**src/rtl/pipeline_trace_buffer.sv**
```systemverilog
// rtl/pipeline_trace_buffer.sv - per-cycle pc/probe event tracer with circular buffer and readback
// Optional feature: TRACE_TRIGGER_EN adds trig_pc and the ARMED state (start on pc match).
module pipeline_trace_buffer #(
  parameter int DATA_W = 32,
  parameter int NPROBE = 2,
  parameter int DEPTH  = 16,
  parameter int CYC_W  = 32,
  localparam int AW    = $clog2(DEPTH),
  localparam int E_W   = CYC_W + DATA_W + NPROBE + NPROBE * DATA_W
) (
  input  logic                     clk,
  input  logic                     rst_n,
  input  logic                     enable,
  input  logic                     clr,
  input  logic                     mode_wrap,
  input  logic [CYC_W-1:0]         stop_cycle,
  input  logic [DATA_W-1:0]        pc,
`ifdef TRACE_TRIGGER_EN
  input  logic [DATA_W-1:0]        trig_pc,
`endif
  input  logic [NPROBE-1:0]        probe_vld,
  input  logic [NPROBE*DATA_W-1:0] probe_data,
  input  logic                     rd_req,
  input  logic [AW-1:0]            rd_addr,
  output logic [E_W-1:0]           rd_data,
  output logic                     rd_valid,
  output logic [CYC_W-1:0]         cycle,
  output logic [AW:0]              count,
  output logic                     overflow,
  output logic                     done,
  output logic [1:0]               state
);

  typedef enum logic [1:0] {
    S_IDLE  = 2'b00,
    S_RUN   = 2'b01,
    S_DONE  = 2'b10,
    S_ARMED = 2'b11
  } state_t;

  localparam logic [AW:0] FULL_CNT = (AW+1)'(DEPTH);
  localparam logic [AW:0] LAST_CNT = (AW+1)'(DEPTH - 1);

  state_t            st, st_nxt;
  logic [AW-1:0]     wr_ptr;
  logic [DATA_W-1:0] last_pc;
  logic [E_W-1:0]    mem [DEPTH];

  logic [CYC_W-1:0]  stamp;
  logic              active;
  logic              capture;
  logic              full;
  logic              blocked;
  logic              wr_en;
  logic              stop_hit;
  logic              fill_stop;
  logic [AW-1:0]     phys_addr;
  logic [E_W-1:0]    entry;

  // Stamp for the current cycle; the counter saturates rather than wrapping.
  assign stamp     = (&cycle) ? cycle : cycle + CYC_W'(1);
  assign capture   = (|probe_vld) || (pc != last_pc);
  assign full      = (count == FULL_CNT);
  assign blocked   = full && !mode_wrap;
  assign wr_en     = active && capture && !blocked && !clr;
  assign stop_hit  = (stop_cycle != '0) && (stamp == stop_cycle);
  assign fill_stop = blocked || (wr_en && !mode_wrap && (count == LAST_CNT));
  assign entry     = {stamp, pc, probe_vld, probe_data};
  assign phys_addr = (full ? wr_ptr : '0) + rd_addr;
  assign done      = (st == S_DONE);
  assign state     = st;

  always_ff @(posedge clk or negedge rst_n) begin
    if (!rst_n) st <= S_IDLE;
    else        st <= st_nxt;
  end

  always_comb begin
    st_nxt = st;
    active = 1'b0;
    case (st)
      S_IDLE: begin
`ifdef TRACE_TRIGGER_EN
        if (enable) st_nxt = S_ARMED;
`else
        if (enable) st_nxt = S_RUN;
`endif
      end
      S_RUN: begin
        if (!enable) begin
          st_nxt = S_IDLE;
        end else begin
          active = 1'b1;
          if (stop_hit || fill_stop) st_nxt = S_DONE;
        end
      end
      S_ARMED: begin
`ifdef TRACE_TRIGGER_EN
        // The trigger-hit cycle is already a traced cycle (stamp 1, first capture).
        if (!enable) begin
          st_nxt = S_IDLE;
        end else if (pc == trig_pc) begin
          active = 1'b1;
          st_nxt = (stop_hit || fill_stop) ? S_DONE : S_RUN;
        end
`else
        st_nxt = S_IDLE;
`endif
      end
      default: st_nxt = st;
    endcase
    if (clr) st_nxt = S_IDLE;
  end

  always_ff @(posedge clk or negedge rst_n) begin
    if (!rst_n) begin
      cycle    <= '0;
      count    <= '0;
      overflow <= 1'b0;
      wr_ptr   <= '0;
      last_pc  <= '0;
    end else if (clr) begin
      cycle    <= '0;
      count    <= '0;
      overflow <= 1'b0;
      wr_ptr   <= '0;
      last_pc  <= '0;
    end else begin
      if (active) begin
        cycle   <= stamp;
        last_pc <= pc;
      end
      if (wr_en) begin
        wr_ptr <= wr_ptr + 1'b1;
        if (full) overflow <= 1'b1;
        else      count    <= count + 1'b1;
      end
    end
  end

  // Storage is deliberately left out of reset and clr so it maps onto plain RAM.
  always_ff @(posedge clk) begin
    if (wr_en) mem[wr_ptr] <= entry;
  end

  always_ff @(posedge clk or negedge rst_n) begin
    if (!rst_n) begin
      rd_valid <= 1'b0;
      rd_data  <= '0;
    end else begin
      rd_valid <= rd_req;
      if (rd_req) rd_data <= ({1'b0, rd_addr} >= count) ? '0 : mem[phys_addr];
    end
  end

endmodule

```
**config.mk**
```make
export PLATFORM = sky130hd
export DESIGN_NAME = pipeline_trace_buffer
export DESIGN_NICKNAME = d
export VERILOG_FILES = /design/src/rtl/pipeline_trace_buffer.sv
export SDC_FILE = /design/constraint.sdc
export NUM_CORES = 2
export LEC_CHECK = 0
export BUFFER_PORTS_ARGS = -buffer_cell sky130_fd_sc_hd__buf_2
export CELL_PAD_IN_SITES_DETAIL_PLACEMENT = 1
export CELL_PAD_IN_SITES_GLOBAL_PLACEMENT = 1
export CORE_UTILIZATION = 40
export CTS_CLUSTER_SIZE = 12
export DETAILED_ROUTE_END_ITERATION = 12
export PLACE_DENSITY = 0.66
export REMOVE_ABC_BUFFERS = 1
export SYNTH_ARGS = -nofsm -noshare
export SYNTH_HDL_FRONTEND = slang
export SYNTH_SLANG_ARGS = --single-unit
```
**constraint.sdc**
```tcl
create_clock -name clk -period 6.5 [get_ports clk]
set_input_delay 0 -clock clk [delete_from_list [all_inputs] [get_ports clk]]
set_output_delay 0 -clock clk [all_outputs]
set_load 0.005 [all_outputs]
```
==> impl_metrics.ini <==
[outcome]
status = finished, final reports clean

[drt]
first_iter_violations = 4323
antenna_left = 0
dr.pass1.iters = 6
via_count = 46000
wl_um = 234000
drc = 0
viasPerCell = 5.60
avgRoutedWirePerCell_um = 28.5

[sta]
slew_headroom_pct = 11.8
worst_slew_pin_slew_ns = 1.32
drv_slew = 0
period_minus_slack_ns = 5.91
clock.fmax_mhz = 169
finalClockSkew_ns = 0.0664
setup_violations = 0
whs_ns = 0.0571
grt_setup_unrepaired = false
fin_ws_ns = 0.595
min_period_over_period_pct = 90.9
hold_violations = 0

[power]
p_per_area_nw_per_um2 = 294
p_leak_uw = 0.0344
total_power_uw = 30600
peakVddDrop_mv = 0.225

[critical_path]
critPathArrivalTime_ns = 6.71
reg2reg_depth = 11
r2r_start = cycle[0]
crit_fanout = 17
crit_slowest_cell = xor2_1
r2r-end = state[1]
ff2ff_setup_slack_ns = 0.59
crit_top_cell = dlygate4sd3_1
cpPeakStageDelay_ns = 1.05
required_ns = 7.30
critPathLaunchType = flop
path_cells = ha_1, and4_1, nand3_4, nor4_4, xor2_1, nor2_1, a2111oi_0, nand4_1, dlygate4sd3_1, o41ai_2, dlygate4sd3_1
crit_type = reg2reg
cp-end-kind = flop

[layout]
multi_input_area_um2 = 20600
final_util_pct = 46.7
fillers = 20700
nets = 5193
ff_latch_area_um2 = 67600
drive_gt1_share_pct = 27.7
area_delta_synth_final_pct = 15.8

[global_routing]
grt_max_degree = 122
grt-ovfl-total = 0
grt-busiest-layer = met2
use_met2_pct = 33.2
antenna_found_initial = 21
grtUsageMet1_pct = 30.0
use_met3_pct = 3.81
track_usage_pct = 20.9
first_global_vias = 49400
grt_pass1_wl_um = 342000

[floorplan]
rows = 173
die_w_um = 476
start_util_pct = 40.3
core_area_um2 = 223000
fp.dieH_um = 476
dieArea_um2 = 226000
io_pins = 312

[synth]
avgSynthCellArea_um2 = 20.0
synth_common_cells = edfxtp_1, mux4_2, nand2_1
synthDominantCellAreaShare_pct = 69.6
yosysSeqAreaShare_pct = 75.4
synth_seq_cells = 2287
syn_area_um2 = 89700
yosysMostFrequentCell = edfxtp_1
synth_ff_type = edfxtp_1
synthCells = 4492
yosysTopAreaCell = edfxtp_1
synthTopCellsByArea = edfxtp_1, mux4_2, dfrtp_1
synth-async-reset-ratio_pct = 9.05
synth_cell_type_count = 79
ys_warn_count = 0
synth_edf_count = 2080

[placed_design]
globalplace.congestion = 0.840
dp_slack_ns = 1.65
post-dp-hpwl_um = 127000
portBuffers = 311

[cts]
clock-sinks = 2287
clock-root-buffer = clkbuf_16
clockBufferDepth = 3
cts_made_buffers = 231
clk_latency_ns = 0.88
clkTransAtPathRegs_ns = 0.06
cts.htree.levels = 4
cts_tree = done
cts_resized = 0

[min_path]
hp-class = in2reg
min_delay_path_depth = 2
hold-path-endpoint = mem[12][19]
hp-start = probe_data[19]

[run]
cap_violations = 0
layer usage:
metal / routed length [µm] / share of wire [%]
met1: 105000 / 45
met5: 92 / 0.039
met4: 4320 / 1.8
met3: 14100 / 6.0
met2: 111000 / 47
timing repair:
action,4_1_cts,5_1_grt
setup buffers,0,0
hold buffers,119,0
hold endpoints to repair,1833,0
critical path: cells and delay by family, from the launching register on:
family                   cells  cell delay (ns)
AND/OR/NAND/NOR              5             1.39
buffers and inverters        2             1.24
AO/OA/AOI/OAI                2             1.18
XOR/XNOR                     1             1.05
flip-flops                   1             0.59
adder cells (fa/ha/maj)      1             0.42
stage by stage:
| stage | area, µm² | setup TNS, ns | std cells |
|---|---|---|---|
| floorplan | 88700 | -3315.24 | 4243 |
| global placement | 95400 | 0 | 7659 |
| detailed placement | 95400 | 0 | 7659 |
| CTS | 104000 | 0 | 8208 |
| global route | 104000 | 0 | 8212 |
| finish | 104000 | 0 | 8216 |
report_power, final:
part / internal (µW) / total (µW) / switching, µW
Clock: 7110 / 12700 / 5580
Combinational: 712 / 1680 / 965
Sequential: 16100 / 16200 / 109
Total: 23900 / 30600 / 6650
worst max path at each step:
stage / from / endpoint / slack (ns) / depth (start not counted)
floorplan: count[0] / rd_data[0] / -15.85 / 10
global placement: pc[16] / mem[0][8] / 1.74 / 10
detailed placement: pc[16] / mem[1][95] / 1.65 / 10
CTS: cycle[0] / state[0] / 0.69 / 11
global route: cycle[0] / state[1] / 0.26 / 11
finish: cycle[0] / state[1] / 0.59 / 11
final cells by class:
cell class / instances / area share [%]
antenna: 7 / 0.0169
clock buffer: 361 / 6.30
clock inverter: 69 / 0.653
inverter: 159 / 0.574
multi-input combinational: 1797 / 19.8
sequential: 2287 / 65.1
tap: 2975 / 3.58
timing repair buffer: 561 / 3.96
cells by family after synthesis:
kind of cell / share of synthesized area [%]
AO/OA/AOI/OAI: 2.57
XOR/XNOR: 1.09
adder cells (fa/ha/maj): 0.232
buffers and inverters: 1.78
flip-flops: 75.4
multiplexers: 16.2
AND/OR/NAND/NOR: 2.73
cells in the final DEF, fill, tap and decap left out, types with 14 or more instances in the layout:
cell type,instances
clkinv_1,22
nor4_1,19
clkbuf_16,233
mux4_2,520
edfxtp_1,2080
dfrtp_1,207
nor2_1,64
clkinv_2,22
clkbuf_8,23
clkbuf_1,105
inv_1,158
dlygate4sd3_1,118
ha_1,14
xnor2_1,49
o22ai_1,131
o21ai_0,153
nand4_1,22
buf_2,308
mux2_2,130
mux2i_1,134
xor2_1,58
nand2_1,242
and3_1,17
nand3_1,32
buf_12,28
a21oi_1,59
buf_4,104
registers in the layout, indices dropped and copies added, names as in the netlist:
| register | count |
|---|---|
| count | 5 |
| cycle | 32 |
| last_pc | 32 |
| mem | 2080 |
| overflow | 1 |
| rd_data | 130 |
| rd_valid | 1 |
| state | 2 |
| wr_ptr | 4 |
No activity file was read; power rests on OpenSTA's default activity.
